===== src/rtl/pc_gen_pkg.sv =====
// Shared types and helpers for the fetch PC generator.
package pc_gen_pkg;

  // Fetch controller states.
  typedef enum logic [1:0] {
    ST_BOOT = 2'd0,
    ST_RUN  = 2'd1,
    ST_HALT = 2'd2
  } pc_state_e;

  localparam int unsigned STEP_DEF = 4;
  localparam int unsigned STEP_LSB = $clog2(STEP_DEF);

  // Clear the low lsb bits of an address (align down to 2^lsb).
  function automatic logic [63:0] align_down(input logic [63:0] addr, input int unsigned lsb);
    logic [63:0] mask;
    mask = ~((64'd1 << lsb) - 64'd1);
    return addr & mask;
  endfunction

endpackage


===== src/rtl/pc_ras.sv =====
// Circular return-address stack. A push on a full stack overwrites the
// oldest entry; a pop on an empty stack is ignored. A push and pop in the
// same cycle replaces the top entry (depth unchanged).
module pc_ras #(
  parameter int unsigned XLEN  = 32,
  parameter int unsigned DEPTH = 4
) (
  input  logic            clk,
  input  logic            rst,
  input  logic            push_i,
  input  logic [XLEN-1:0] push_addr_i,
  input  logic            pop_i,
  output logic [XLEN-1:0] top_o,
  output logic            empty_o
);

  localparam int unsigned PTR_W = (DEPTH > 1) ? $clog2(DEPTH) : 1;
  localparam int unsigned CNT_W = $clog2(DEPTH + 1);

  logic [XLEN-1:0]  mem_q [DEPTH];
  logic [PTR_W-1:0] ptr_q, ptr_d, top_idx, ptr_inc;
  logic [CNT_W-1:0] cnt_q, cnt_d;
  logic             pop_eff;

  assign top_idx = (ptr_q == '0) ? PTR_W'(DEPTH - 1) : ptr_q - PTR_W'(1);
  assign ptr_inc = (ptr_q == PTR_W'(DEPTH - 1)) ? '0 : ptr_q + PTR_W'(1);
  assign pop_eff = pop_i & (cnt_q != '0);
  assign empty_o = (cnt_q == '0);
  assign top_o   = mem_q[top_idx];

  // Pointer/count update for push, pop and combined push+pop.
  always_comb begin
    ptr_d = ptr_q;
    cnt_d = cnt_q;
    if (push_i && !pop_eff) begin
      ptr_d = ptr_inc;
      if (cnt_q != CNT_W'(DEPTH)) cnt_d = cnt_q + CNT_W'(1);
    end else if (pop_eff && !push_i) begin
      ptr_d = top_idx;
      cnt_d = cnt_q - CNT_W'(1);
    end
  end

  // Stack bookkeeping registers; reset empties the stack.
  always_ff @(posedge clk) begin
    if (!rst) begin
      ptr_q <= '0;
      cnt_q <= '0;
    end else begin
      ptr_q <= ptr_d;
      cnt_q <= cnt_d;
    end
  end

  // Entry storage: combined push+pop rewrites the current top.
  always_ff @(posedge clk) begin
    if (push_i) begin
      if (pop_eff) mem_q[top_idx] <= push_addr_i;
      else         mem_q[ptr_q]   <= push_addr_i;
    end
  end

endmodule


===== src/rtl/pc_gen.sv =====
// Fetch program-counter generator: BOOT/RUN/HALT control, valid/ready fetch
// handshake, prioritised next-pc selection and redirect alignment flag.
// Optional return-address stack enabled with macro PC_GEN_RAS_EN.
//
// state | meaning
// BOOT  | one cycle after reset, no fetch, redirects ignored
// RUN   | pc_valid asserted, pc advances on accept
// HALT  | fetch stopped, pc held until resume or trap
module pc_gen
  import pc_gen_pkg::*;
#(
  parameter int unsigned     XLEN         = 32,
`ifdef PC_GEN_RAS_EN
  parameter int unsigned     RAS_DEPTH    = 4,
`endif
  parameter logic [XLEN-1:0] RESET_VECTOR = '0,
  parameter logic [XLEN-1:0] TRAP_VECTOR  = XLEN'('h100),
  parameter int unsigned     STEP         = STEP_DEF
) (
  input  logic            clk,
  input  logic            rst,
  input  logic            stall_i,
  input  logic            redirect_valid_i,
  input  logic [XLEN-1:0] redirect_pc_i,
  input  logic            trap_valid_i,
  input  logic            halt_req_i,
  input  logic            pc_ready_i,
`ifdef PC_GEN_RAS_EN
  input  logic            ras_push_i,
  input  logic [XLEN-1:0] ras_push_addr_i,
  input  logic            ras_pop_i,
  output logic            ras_empty_o,
`endif
  output logic            pc_valid_o,
  output logic [XLEN-1:0] pc_o,
  output logic            halted_o,
  output logic            misalign_o
);

  localparam int unsigned LSB = $clog2(STEP);

  pc_state_e       state_q, state_d;
  logic [XLEN-1:0] pc_q, pc_d;
  logic            misalign_q, misalign_d;
  logic            live, fire;
  logic [XLEN-1:0] redir_target;

  assign live         = (state_q != ST_BOOT);
  assign pc_valid_o   = (state_q == ST_RUN);
  assign halted_o     = (state_q == ST_HALT);
  assign fire         = pc_valid_o & pc_ready_i & ~stall_i;
  assign redir_target = XLEN'(align_down(64'(redirect_pc_i), LSB));
  assign pc_o         = pc_q;
  assign misalign_o   = misalign_q;

`ifdef PC_GEN_RAS_EN
  logic            ras_take;
  logic [XLEN-1:0] ras_top;

  // A predicted return only wins when no trap or branch redirect is present.
  assign ras_take = live & ~trap_valid_i & ~redirect_valid_i & ras_pop_i & ~ras_empty_o;

  pc_ras #(
    .XLEN  (XLEN),
    .DEPTH (RAS_DEPTH)
  ) u_ras (
    .clk         (clk),
    .rst         (rst),
    .push_i      (ras_push_i),
    .push_addr_i (ras_push_addr_i),
    .pop_i       (ras_take),
    .top_o       (ras_top),
    .empty_o     (ras_empty_o)
  );
`endif

  // Next-state logic: HALT only entered when the current request was not accepted.
  always_comb begin
    state_d = state_q;
    case (state_q)
      ST_BOOT: state_d = ST_RUN;
      ST_RUN:  if (halt_req_i && !fire) state_d = ST_HALT;
      ST_HALT: if (!halt_req_i || trap_valid_i) state_d = ST_RUN;
      default: state_d = ST_BOOT;
    endcase
  end

  // Next-pc priority: trap, redirect, return stack, sequential, hold.
  always_comb begin
    pc_d       = pc_q;
    misalign_d = live & redirect_valid_i & (redirect_pc_i[LSB-1:0] != '0);
    if (live && trap_valid_i)          pc_d = TRAP_VECTOR;
    else if (live && redirect_valid_i) pc_d = redir_target;
`ifdef PC_GEN_RAS_EN
    else if (ras_take)                 pc_d = ras_top;
`endif
    else if (fire)                     pc_d = pc_q + XLEN'(STEP);
  end

  // State, pc and misalign registers with synchronous active-low reset.
  always_ff @(posedge clk) begin
    if (!rst) begin
      state_q    <= ST_BOOT;
      pc_q       <= RESET_VECTOR;
      misalign_q <= 1'b0;
    end else begin
      state_q    <= state_d;
      pc_q       <= pc_d;
      misalign_q <= misalign_d;
    end
  end

endmodule


===== config.mk =====
export PLATFORM = sky130hd
export DESIGN_NAME = pc_gen
export DESIGN_NICKNAME = d
export VERILOG_FILES = /design/src/rtl/pc_gen_pkg.sv /design/src/rtl/pc_ras.sv /design/src/rtl/pc_gen.sv
export SDC_FILE = /design/constraint.sdc
export NUM_CORES = 1
export LEC_CHECK = 0
export ABC_AREA = 1
export ABC_CLOCK_PERIOD_IN_PS = 1300
export CORE_MARGIN = 2
export CORE_UTILIZATION = 50
export CTS_BUF_LIST = sky130_fd_sc_hd__clkbuf_4
export DETAILED_ROUTE_END_ITERATION = 8
export DONT_BUFFER_PORTS = 1
export GPL_ROUTABILITY_DRIVEN = 1
export PLACE_DENSITY = 0.68
export SYNTH_ARGS = -nofsm -noshare
export SYNTH_HDL_FRONTEND = slang
export SYNTH_SLANG_ARGS = --single-unit
export TNS_END_PERCENT = 50

===== constraint.sdc =====
create_clock -name clk -period 1.3 [get_ports clk]
set_clock_uncertainty 0.1 [all_clocks]
set_input_delay 0.26 -clock clk [delete_from_list [all_inputs] [get_ports clk]]
set_output_delay 0.26 -clock clk [all_outputs]
set_load 0.05 [all_outputs]

==> results of run 1 <==
-- how the worst min path moves through the flow --
| stage | from | end | slack (ps) | cells past startpoint |
|---|---|---|---|---|
| 3_5_place_dp | rst | misalign_o | 310 | 2 |
| 2_1_floorplan | rst | pc_o[8] | 300 | 2 |
| 3_3_place_gp | rst | misalign_o | 300 | 2 |
| 5_1_grt | trap_valid_i | state_q[1] | 20 | 3 |
| 6_report | trap_valid_i | state_q[1] | -4 | 3 |
| 4_1_cts | trap_valid_i | pc_o[8] | -20 | 2 |
-- cell usage in the layout, fill, tap and decap left out, types with 4 or more instances in the layout --
| master | netlist | layout |
|---|---|---|
| sky130_fd_sc_hd__nand2_4 | 6 | 10 |
| sky130_fd_sc_hd__dlygate4sd3_1 | 0 | 12 |
| sky130_fd_sc_hd__nor2_2 | 6 | 10 |
| sky130_fd_sc_hd__buf_6 | 1 | 24 |
| sky130_fd_sc_hd__clkbuf_4 | 0 | 5 |
| sky130_fd_sc_hd__o211ai_1 | 6 | 6 |
| sky130_fd_sc_hd__o21ai_0 | 17 | 14 |
| sky130_fd_sc_hd__nand3_1 | 37 | 36 |
| sky130_fd_sc_hd__a21oi_2 | 5 | 6 |
| sky130_fd_sc_hd__nand2_1 | 120 | 114 |
| sky130_fd_sc_hd__inv_1 | 46 | 45 |
| sky130_fd_sc_hd__a31oi_1 | 7 | 7 |
| sky130_fd_sc_hd__buf_8 | 0 | 15 |
| sky130_fd_sc_hd__nor2_4 | 4 | 13 |
| sky130_fd_sc_hd__nor3_1 | 7 | 5 |
| sky130_fd_sc_hd__nor2_1 | 49 | 36 |
| sky130_fd_sc_hd__buf_4 | 5 | 57 |
| sky130_fd_sc_hd__nand2_2 | 8 | 10 |
| sky130_fd_sc_hd__a21oi_1 | 14 | 13 |
| sky130_fd_sc_hd__o21ai_1 | 1 | 4 |
| sky130_fd_sc_hd__dfxtp_2 | 0 | 18 |
| sky130_fd_sc_hd__nand3_2 | 6 | 6 |
| sky130_fd_sc_hd__dfxtp_4 | 0 | 14 |
-- sequential cells by signal, indices dropped and copies added (netlist names) --
signal,count
state_q,2
misalign_o,1
pc_o,30
-- worst max-delay path: stages, from the launching register on --
cell and delay, ps:
sky130_fd_sc_hd__dfxtp_4 390, sky130_fd_sc_hd__inv_1 100, sky130_fd_sc_hd__nor2_8 220, sky130_fd_sc_hd__nand2_4 110, sky130_fd_sc_hd__buf_4 140, sky130_fd_sc_hd__o211ai_1 250
sky130_fd_sc_hd__a31oi_1 180
-- layout make-up --
class                   instances  area share, %
flip-flops and latches         33           18.7
repair buffers                111           28.1
well taps                      67           2.14
clock inverters                 3          0.319
inverters                      52           5.16
clock buffers                   5          0.956
multi-input cells             310           44.6
-- cells by family (layout without fill, tap and decap cells) --
kind of cell	Yosys count	after routing	synth area share, %
and+or+nand+nor	252	253	49.0
buffers and inverters	65	171	11.0
DFF	33	33	26.4
AOI/OAI and AO/OA	53	53	12.6
adders and majority gates	1	1	0.499
xor gates and xnor gates	1	1	0.350
other	1	2	0.150
-- synthesized netlist by cell type, types with 7 or more instances --
cell                      number
sky130_fd_sc_hd__o21ai_0      17
sky130_fd_sc_hd__nand2_1     120
sky130_fd_sc_hd__nor2_1       49
sky130_fd_sc_hd__a31oi_1       7
sky130_fd_sc_hd__nand3_1      37
sky130_fd_sc_hd__inv_1        46
sky130_fd_sc_hd__nand2_2       8
sky130_fd_sc_hd__nor3_1        7
sky130_fd_sc_hd__dfxtp_1      33
sky130_fd_sc_hd__a21oi_1      14
-- timing repair --
item | 4_1_cts | 5_1_grt
resized for setup | 61 | 41
buffers inserted | 3 | 3
gates cloned | 1 | 0
hold buffers | 11 | 1
setup endpoints to repair | 54 | 55
endpoints found under the hold margin | 12 | 1
pin swaps | 10 | 11
-- power by group --
group	switching [µW]	leakage, µW	internal, µW
clock	393	0.0000300	195
combinational	634	0.00138	411
sequential	76.6	0.000287	1070
-- through the flow --
step	utilization, %	TNS [ps]
finish	82.0	-6940
global route	82.0	-9430
CTS	78.1	-5360
detailed placement	69.7	-4550
global placement	69.7	-3880
floorplan	-	-6900
-- metal layers --
metal	vias up	part of all wire, %
li1	1517	-
met1	1474	41
met2	156	49
met3	25	7.8
met4	0	2.4
met5	-	0
==> flow_metrics.tcl, run 1 <==
set metrics [dict create \
    crit_end "pc_o[7]" \
    synth.area.top_cells "sky130_fd_sc_hd__dfxtp_1 (26%), sky130_fd_sc_hd__nand2_1 (18%), sky130_fd_sc_hd__nand3_1 (7.4%)" \
    area_overhead_vs_synth_pct 56.7 \
    leakagePower_uw 0.00170 \
    synthDominantAreaCellType "sky130_fd_sc_hd__dfxtp_1" \
    detailedPlacementHpwl_um 6380 \
    vias_in_the_first_global_route 2773 \
    final_design_area_no_fill_um2 3930 \
    layout_min_cycle_time_ps 1650 \
    failed_checks "hold timing, setup timing" \
    hold_ws_ps -3.77 \
    routed_wire_length_per_instance_um 16.1 \
    timing_worst_setup_path_type "register to register" \
    pin_count_of_the_biggest_net_entering_global_routing 16 \
    area_of_the_mapped_netlist_um2 2500 \
    instances_no_fill 581 \
    area_of_the_multi_input_gates_um2 1750 \
    grt_usage_pct 32.5 \
    core.rowCount 25 \
    synth-main-ff-cell "sky130_fd_sc_hd__dfxtp_1" \
    floorplan.die.width_um 74.8 \
    via_count 3172 \
    final_min_period_over_clock_period_pct 127 \
    timing_max_transition_violations_final 0 \
    dr.first_iter.drc_count 258 \
    grtUsageMet1_pct 43.0 \
    postSynthCellCount 406 \
    synth-seq-cells 33 \
    root_buffer_cell "sky130_fd_sc_hd__clkbuf_4" \
    h_tree_lvls 2 \
    wire_length_of_the_first_global_routing_pass_um 13600 \
    reg2reg_depth 6 \
    antenna_violating_nets_post_route 0 \
    initial_drt_pass_iterations 5 \
    run_status "finished with violations" \
    dp.cells 554 \
    drt-total-wl_um 9330 \
    grt_antenna_before_repair 0 \
    unrepaired_setup_endpoints_after_global_routing "yes" \
    finalSetupViolCount 46 \
    groute.layer.met3.usage_pct 6.96 \
    num_antenna_cells 0 \
    irDropWorstVdd_v 0.000717 \
    maxClockFrequency_mhz 607 \
    place.gp.congestion 0.976 \
    asyncSetResetFlopFracSynth_pct 0 \
    powerDensity_nw_per_um2 707 \
    clkSlewWorstSetupHoldPaths_ps 120 \
    final_hold_fails 1 \
    postLayoutSetupSlackWorst_ps -348 \
    ioPinCount 74 \
    post_dp_cell_area_um2 3330 \
    nNetsFinal 553 \
    worst_r2r_dst "pc_o[7]" \
    layout_cell_share_with_drive_strength_beyond_1_pct 40.7 \
    p_total_uw 2780 \
    grt-busiest-layer "met2" \
    port_buffers 0 \
    ff_latch_area_um2 736 \
    placement.setup.worst_slack_ps -237 \
    die-area_um2 5590 \
    average_cell_area_after_synthesis_um2 6.17 \
    yosysTopAreaCellShare_pct 26.4 \
    cts_buf_count 5 \
    synth.distinct_cells 33 \
    clk_path_buf_depth 2 \
    worst_hold_path_type "primary input to register" \
    detail_route.drc_violations 0 \
    worst_endpoint_data_arrival_time_ps 1760 \
    cp_max_fo 5 \
    use_met2_pct 53.3 \
    tritoncts "built" \
    dieHeight_um 74.8 \
    synth-seq-area-share_pct 26.4 \
    cts.sink_count 33 \
    critPathLaunch "pc_o[2]" \
    overflow 0 \
    worst_setup_path_end_kind "register" \
    synth_edf_count 0 \
    max_cap_violations 0 \
    final.fill_count 304 \
    synth_warnings 0 \
    worst_skew_pair.late_latency_ps 360 \
    r2r-start "pc_o[2]" \
    start_util_pct 52.3 \
    core_area_um2 4790 \
    routed_via_density 5.46 \
    crit_path_start_kind "register" \
    crit_required_ps 1410 \
    timing.reg2reg.setup_slack_ps -350 \
]
Note: power is estimated with default switching activity, not from simulation.
==> inputs of run 2 (changes only) <==
- CORE_UTILIZATION: 50 -> 55
- PLACE_DENSITY: 0.68 -> 0.73
==> run 2 against run 1 <==
- the flow now stops in global routing
- synthesized cell count stayed put
- synthesized area unchanged
==> flow_metrics.tcl, run 2 <==
set metrics [dict create \
    run_status "stopped before the end" \
    outcome.stop_stage "global routing" \
    first-error "[ERROR DPL-0033] detailed placement checks failed during check placement." \
    synth_common_cells "sky130_fd_sc_hd__nand2_1 (120), sky130_fd_sc_hd__nor2_1 (49), sky130_fd_sc_hd__inv_1 (46)" \
    synth-main-ff-cell "sky130_fd_sc_hd__dfxtp_1" \
    synthDominantAreaCellType "sky130_fd_sc_hd__dfxtp_1" \
    synth.area.top_cells "sky130_fd_sc_hd__dfxtp_1 (26%), sky130_fd_sc_hd__nand2_1 (18%), sky130_fd_sc_hd__nand3_1 (7.4%)" \
    area_of_the_mapped_netlist_um2 2500 \
    worstEndpointType "register input" \
    synth_edf_count 0 \
    adder_cell_share_of_the_synthesized_area_pct 0.500 \
    grt_antenna_before_repair 1 \
    main_combinational_cell_family_by_area_after_synthesis "simple AND/OR/NAND/NOR gates" \
    synth.distinct_cells 33 \
    dieHeight_um 71.5 \
    simple_gate_share_of_the_synthesized_area_pct 49.0 \
    detailedPlacementHpwl_um 6160 \
    muxShareOfSynthArea_pct 0 \
    root_buffer_cell "sky130_fd_sc_hd__clkbuf_4" \
    cts.sink_count 33 \
    cts_buf_count 5 \
    grt_repair_worst_endpoint "pc_o[18]$_SDFFE_PP0P_/D" \
    fraction_of_the_mapped_netlist_area_in_compound_gates_pct 12.6 \
    asyncSetResetFlopFracSynth_pct 0 \
    postSynthCellCount 406 \
    port_buffers 0 \
    h_tree_lvls 2 \
    average_cell_area_after_synthesis_um2 6.17 \
    synth_warnings 0 \
    start_util_pct 57.1 \
    pin_count_of_the_biggest_net_entering_global_routing 21 \
    yosysMostFrequentCell "sky130_fd_sc_hd__nand2_1" \
    post_synth_xor_area_fraction_pct 0.350 \
    synth-seq-cells 33 \
    yosysTopAreaCellShare_pct 26.4 \
    core.rowCount 24 \
    ioPinCount 74 \
    place.gp.congestion 0.949 \
    synth-seq-area-share_pct 26.4 \
    clk_path_buf_depth 2 \
    floorplan.die.width_um 71.5 \
]
## run 2: cell counts after synthesis
Identical to the previous run, type by type.
## run 2: cells by family after synthesis
| group | Yosys count |
|---|---|
| AND/OR/NAND/NOR | 252 |
| buffers and inverters | 65 |
| AO/OA/AOI/OAI | 53 |
| flip-flops | 33 |
| XOR/XNOR | 1 |
| adder cells (fa/ha/maj) | 1 |
| other | 1 |
## run 2: stage by stage
| stage | util [%] | instances | worst slack, ps | area (µm²) |
|---|---|---|---|---|
| detailed placement | 75.5 | 540 | -246 | 3310 |
| CTS | 86.5 | 566 | -212 | 3790 |
| floorplan | - | 407 | -303 | 2600 |
| global placement | 75.5 | 540 | -200 | 3310 |
## run 2: what timing repair did
item | CTS
resized for setup | 74
pin swaps | 19
endpoints found under the hold margin | 14
hold buffers | 14
endpoints found under the setup margin | 53
setup buffers | 4
gates cloned | 0
==> inputs of run 3 (changes only) <==
- ABC_CLOCK_PERIOD_IN_PS: 1300 -> 1690
- CORE_UTILIZATION: 55 -> 40
- CTS_BUF_LIST: sky130_fd_sc_hd__clkbuf_4 -> unset
- PLACE_DENSITY: 0.73 -> unset
- PLACE_DENSITY_LB_ADDON: unset -> 0.15
- clock period: 1.3 -> 1.69 ns (I/O delays scaled with it)
==> run 3 against run 2 <==
- the run now ends clean
==> flow_metrics.tcl, run 3 (synthesized netlist as in run 1, its figures left out) <==
set metrics [dict create \
    run_status "finished clean" \
    final_cell_mix "sky130_fd_sc_hd__nand2_1 (120), sky130_fd_sc_hd__nor2_1 (46), sky130_fd_sc_hd__inv_1 (46), sky130_fd_sc_hd__buf_4 (46), sky130_fd_sc_hd__nand3_1 (37)" \
    start_util_pct 41.8 \
    unrepaired_setup_endpoints_after_global_routing "yes" \
    core_area_um2 5990 \
    root_buffer_cell "sky130_fd_sc_hd__clkbuf_8" \
    grt_usage_pct 22.4 \
    irDropWorstVdd_v 0.000529 \
    area_overhead_vs_synth_pct 20.4 \
    cts_hold_buffers 0 \
    routed_via_density 5.15 \
    switching_share_pct 38.1 \
    cp_cell_sequence "ha_4 > nand2_2 > nor2_4 > nand3_1 > o21ai_0 > nand3_1 > nand2_1 > a21oi_1" \
    num_antenna_cells 0 \
    largest_register_ffs 30 \
    drt-total-wl_um 7570 \
    cpMostUsedCell "sky130_fd_sc_hd__nand3_1" \
    leakagePower_uw 0.00130 \
    reg2reg_depth 8 \
    worst_endpoint_data_arrival_time_ps 1620 \
    dp.cells 514 \
    finalSetupViolCount 0 \
    worst_skew_pair.late_latency_ps 290 \
    worst_hold_path_type "primary input to register" \
    worst_setup_path_end_kind "register" \
    cts_buf_count 5 \
    pin_count_of_the_biggest_net_entering_global_routing 19 \
    cp_max_fo 4 \
    start_point_of_the_worst_min_delay_path "rst" \
    final_design_area_no_fill_um2 3020 \
    tritoncts "built" \
    internal_power_uw 1290 \
    critical_path.top_delay_family "simple AND/OR/NAND/NOR gates" \
    timing_max_transition_violations_final 0 \
    instances_no_fill 523 \
    timing.reg2reg.setup_slack_ps 150 \
    postLayoutSetupSlackWorst_ps 145 \
    post_dp_cell_area_um2 2880 \
    clkSlewWorstSetupHoldPaths_ps 80 \
    dr.first_iter.drc_count 157 \
    final_hold_fails 0 \
    final.fill_count 630 \
    initial_drt_pass_iterations 4 \
    mostFrequentLayoutCell "sky130_fd_sc_hd__nand2_1" \
    maxClockFrequency_mhz 647 \
    via_count 2691 \
    ioPinCount 74 \
    nNetsFinal 487 \
    detailedPlacementHpwl_um 5960 \
    critical_path_buf_inv_count 0 \
    wire_length_of_the_first_global_routing_pass_um 12600 \
    overflow 0 \
    die-area_um2 6910 \
    fin_setup_tns_ps 0 \
    timing.critical_path.slowest_cell_delay_ps 370 \
    clk_path_buf_depth 2 \
    routed_wire_length_per_instance_um 14.5 \
    powerDensity_nw_per_um2 688 \
    r2r-start "pc_o[3]" \
    cts.sink_count 33 \
    clkPwrFrac_pct 29.4 \
    min_delay_path_depth 2 \
    worst_hold_path.endpoint "misalign_o" \
    antenna_violating_nets_post_route 0 \
    place.gp.congestion 0.896 \
    worst_r2r_dst "pc_o[20]" \
    vias_in_the_first_global_route 2582 \
    detail_route.drc_violations 0 \
    placement.setup.worst_slack_ps 78.7 \
    final_min_period_over_clock_period_pct 91.4 \
    core.rowCount 28 \
    layout_min_cycle_time_ps 1540 \
    crit_required_ps 1770 \
    dieHeight_um 83.1 \
    switching_power_uw 791 \
    critPathSlowestCell "sky130_fd_sc_hd__dfxtp_4" \
    port_buffers 0 \
    max_cap_violations 0 \
    p_seq_share_pct 42.3 \
    h_tree_lvls 2 \
    floorplan.die.width_um 83.1 \
    timing_worst_setup_path_type "register to register" \
    layout_cell_share_with_drive_strength_beyond_1_pct 26.3 \
    crit_path_start_kind "register" \
    grt_antenna_before_repair 0 \
    combPwrFrac_pct 28.4 \
]
-- run 3: power groups by stage --
stage / clock, µW / sequential, µW / combinational, µW
6_report: 610 / 877 / 589
5_1_grt: 654 / 886 / 639
4_1_cts: 624 / 874 / 584
3_5_place_dp: 0 / 892 / 583
3_3_place_gp: 0 / 891 / 578
2_1_floorplan: 0 / 1020 / 294
-- run 3: worst register-to-register path: cells and delay by family (launching register included) --
kind,cells,cell delay (ps)
compound gates,2,230
flops,1,370
fa+ha+maj,1,130
simple gates,5,590
-- run 3: worst max-delay path by stage --
stage / startpoint / end / slack (ps) / cells past startpoint
finish: pc_o[3] / pc_o[20] / 150 / 8
global route: pc_o[2] / pc_o[30] / -10 / 10
detailed placement: pc_ready_i / pc_o[14] / 80 / 9
global placement: pc_ready_i / pc_o[17] / 150 / 10
floorplan: pc_o[15] / pc_o[26] / -1 / 9
CTS: state_q[1] / pc_o[22] / 80 / 8
-- run 3: area by class of cell --
| class | instances | area [µm²] | share of cell area [%] |
|---|---|---|---|
| Inverter | 52 | 198 | 6.55 |
| Clock inverter | 2 | 10.0 | 0.332 |
| Timing Repair Buffer | 46 | 345 | 11.4 |
| Tap cell | 75 | 93.8 | 3.11 |
| Clock buffer | 6 | 72.6 | 2.41 |
| Sequential cell | 33 | 686 | 22.7 |
| Multi-Input combinational cell | 309 | 1610 | 53.4 |
-- run 3: layer usage --
layer  wire, µm  track usage [%]  up-vias
met5          0                0        -
met4        112             6.41        0
met3        494             5.86        9
met2       3600             36.7       89
met1       3360             29.2     1216
li1           -                -     1377
-- run 3: what timing repair did --
item,CTS,global route
setup buffers,0,1
setup endpoints to repair,0,17
gates resized for setup,0,15
-- run 3: stage by stage --
stage                     hold slack, ps  utilization, %  power [µW]
after floorplan                      380               -        1320
after CTS                           73.2            49.5        2080
final                               82.3            50.4        2080
after detailed placement             388            48.1        1480
after global placement               401            48.1        1470
after global routing                69.3            50.4        2180
==> inputs of run 4 (changes only) <==
- HOLD_SLACK_MARGIN: unset -> 0.15
==> run 4 against run 3 <==
- final cell count grew 2.5%
- global-route usage grew 0.33 points
- first-iteration DRC count fell by 8.9%
- critical path depth grew 2
- core utilization increased by 2.0 points
- maximum frequency is 2.5% lower
- sequential share of layout area down 0.85 points
- clock power about the same
- critical endpoint is now pc_o[28]
- highest routed layer unchanged
==> flow_metrics.tcl, run 4 (synthesized netlist as in run 1, its figures left out) <==
set metrics [dict create \
    timing.critical_path.slowest_cell_delay_ps 370 \
    root_buffer_cell "sky130_fd_sc_hd__clkbuf_8" \
    grt_antenna_before_repair 0 \
    core.rowCount 28 \
    tritoncts "built" \
    cts.sink_count 33 \
    run_status "finished clean" \
    place.gp.congestion 0.896 \
    nNetsFinal 500 \
    detailedPlacementHpwl_um 5960 \
    num_antenna_cells 0 \
    irDropWorstVdd_v 0.000533 \
    powerDensity_nw_per_um2 670 \
    max_cap_violations 0 \
    timing.reg2reg.setup_slack_ps 110 \
    vias_in_the_first_global_route 2630 \
    ioPinCount 74 \
    h_tree_lvls 2 \
    crit_required_ps 1770 \
    critPathSlowestCell "sky130_fd_sc_hd__dfxtp_4" \
    port_buffers 0 \
    mostFrequentLayoutCell "sky130_fd_sc_hd__nand2_1" \
    clk_path_buf_depth 2 \
    die-area_um2 6910 \
    post_dp_cell_area_um2 2880 \
    clkSlewWorstSetupHoldPaths_ps 70 \
    timing_max_transition_violations_final 0 \
    final_min_period_over_clock_period_pct 93.8 \
    layout_cell_share_with_drive_strength_beyond_1_pct 25.8 \
    dieHeight_um 83.1 \
    routed_via_density 5.11 \
    area_overhead_vs_synth_pct 25.1 \
    worst_hold_path_type "primary input to register" \
    layout_min_cycle_time_ps 1580 \
    worst_setup_path_end_kind "register" \
    final_cell_mix "sky130_fd_sc_hd__nand2_1 (120), sky130_fd_sc_hd__buf_4 (47), sky130_fd_sc_hd__nor2_1 (46), sky130_fd_sc_hd__inv_1 (46), sky130_fd_sc_hd__nand3_1 (37)" \
    cts_buf_count 5 \
    final_hold_fails 0 \
    core_area_um2 5990 \
    drt-total-wl_um 7740 \
    start_util_pct 41.8 \
    initial_drt_pass_iterations 4 \
    detail_route.drc_violations 0 \
    maxClockFrequency_mhz 631 \
    worst_endpoint_data_arrival_time_ps 1660 \
    cp_cell_sequence "ha_4 > nand2_2 > nor2_4 > nand2_2 > nor2_2 > nand2_1 > nand2_1 > nand3_1 > nand2_1 > a21oi_1" \
    timing_worst_setup_path_type "register to register" \
    worst_skew_pair.late_latency_ps 290 \
    cpMostUsedCell "sky130_fd_sc_hd__nand2_1" \
    unrepaired_setup_endpoints_after_global_routing "yes" \
    dp.cells 514 \
    crit_path_start_kind "register" \
    largest_register_ffs 30 \
    routed_wire_length_per_instance_um 14.4 \
    pin_count_of_the_biggest_net_entering_global_routing 19 \
    final.fill_count 616 \
    dr.first_iter.drc_count 143 \
    leakagePower_uw 0.00134 \
    overflow 0 \
    antenna_violating_nets_post_route 0 \
    wire_length_of_the_first_global_routing_pass_um 12800 \
    finalSetupViolCount 0 \
    floorplan.die.width_um 83.1 \
    instances_no_fill 536 \
    via_count 2739 \
    hold_ws_ps 166 \
    cp_max_fo 4 \
    grt_usage_pct 22.8 \
    final_design_area_no_fill_um2 3130 \
]
-- run 4: cell count changes in the layout (fill, tap and decap cells not counted) --
cell and change:
sky130_fd_sc_hd__buf_4 +1, sky130_fd_sc_hd__dlygate4sd3_1 +12, sky130_fd_sc_hd__nand2_2 +1, sky130_fd_sc_hd__nand2_4 -1, sky130_fd_sc_hd__nor2_2 +1, sky130_fd_sc_hd__nor2_4 -1
-- run 4: routing by layer --
metal	global-route usage (%)	up-vias	share of wire, %
met5	0	-	0
met4	6.41	0	1.2
met3	6.16	7	5.6
met2	37.6	75	49
met1	29.2	1249	45
li1	-	1408	-
-- run 4: cell type report --
cell class                      instances  area [µm²]  area share (%)
Clock buffer                            6        72.6            2.32
Clock inverter                          2        10.0           0.319
Inverter                               52         198            6.31
Multi-Input combinational cell        309        1600            51.1
Sequential cell                        33         686            21.9
Tap cell                               75        93.8            2.99
Timing Repair Buffer                   59         473            15.1
-- run 4: through the flow --
| stage | setup TNS, ps | setup slack, ps | power [µW] | util [%] |
|---|---|---|---|---|
| after global routing | -145 | -65.7 | 2210 | 52.3 |
| final | 0 | 105 | 2100 | 52.3 |
| after detailed placement | 0 | 78.7 | 1480 | 48.1 |
| after global placement | 0 | 145 | 1470 | 48.1 |
| after floorplan | -1.10 | -1.10 | 1320 | - |
| after CTS | 0 | 85.6 | 2110 | 51.5 |
-- run 4: power breakdown --
| group | switching [µW] | total [µW] | internal, µW | leakage (µW) |
|---|---|---|---|---|
| Combinational | 420 | 613 | 193 | 0.00102 |
| Sequential | 52.1 | 878 | 826 | 0.000276 |
| Clock | 322 | 608 | 286 | 0.0000450 |
-- run 4: worst max-delay path: cells and delay by family, from the launching register on --
family | cells | cell delay, ps
and+or+nand+nor | 8 | 810
AOI/OAI and AO/OA | 1 | 50
DFF | 1 | 370
adders and majority gates | 1 | 130
-- run 4: timing repair --
| item | CTS | global route |
|---|---|---|
| gates resized for setup | 0 | 13 |
| hold endpoints to repair | 12 | 0 |
| hold buffers | 12 | 0 |
| setup endpoints to repair | 0 | 17 |
| setup buffers | 0 | 2 |
-- run 4: final timing paths --
path | startpoint | end | cells after the start
max | pc_o[3] | pc_o[28] | 10
max reg2reg | pc_o[3] | pc_o[28] | 10
min | redirect_pc_i[15] | pc_o[15] | 4
min reg2reg | pc_o[20] | pc_o[20] | 2
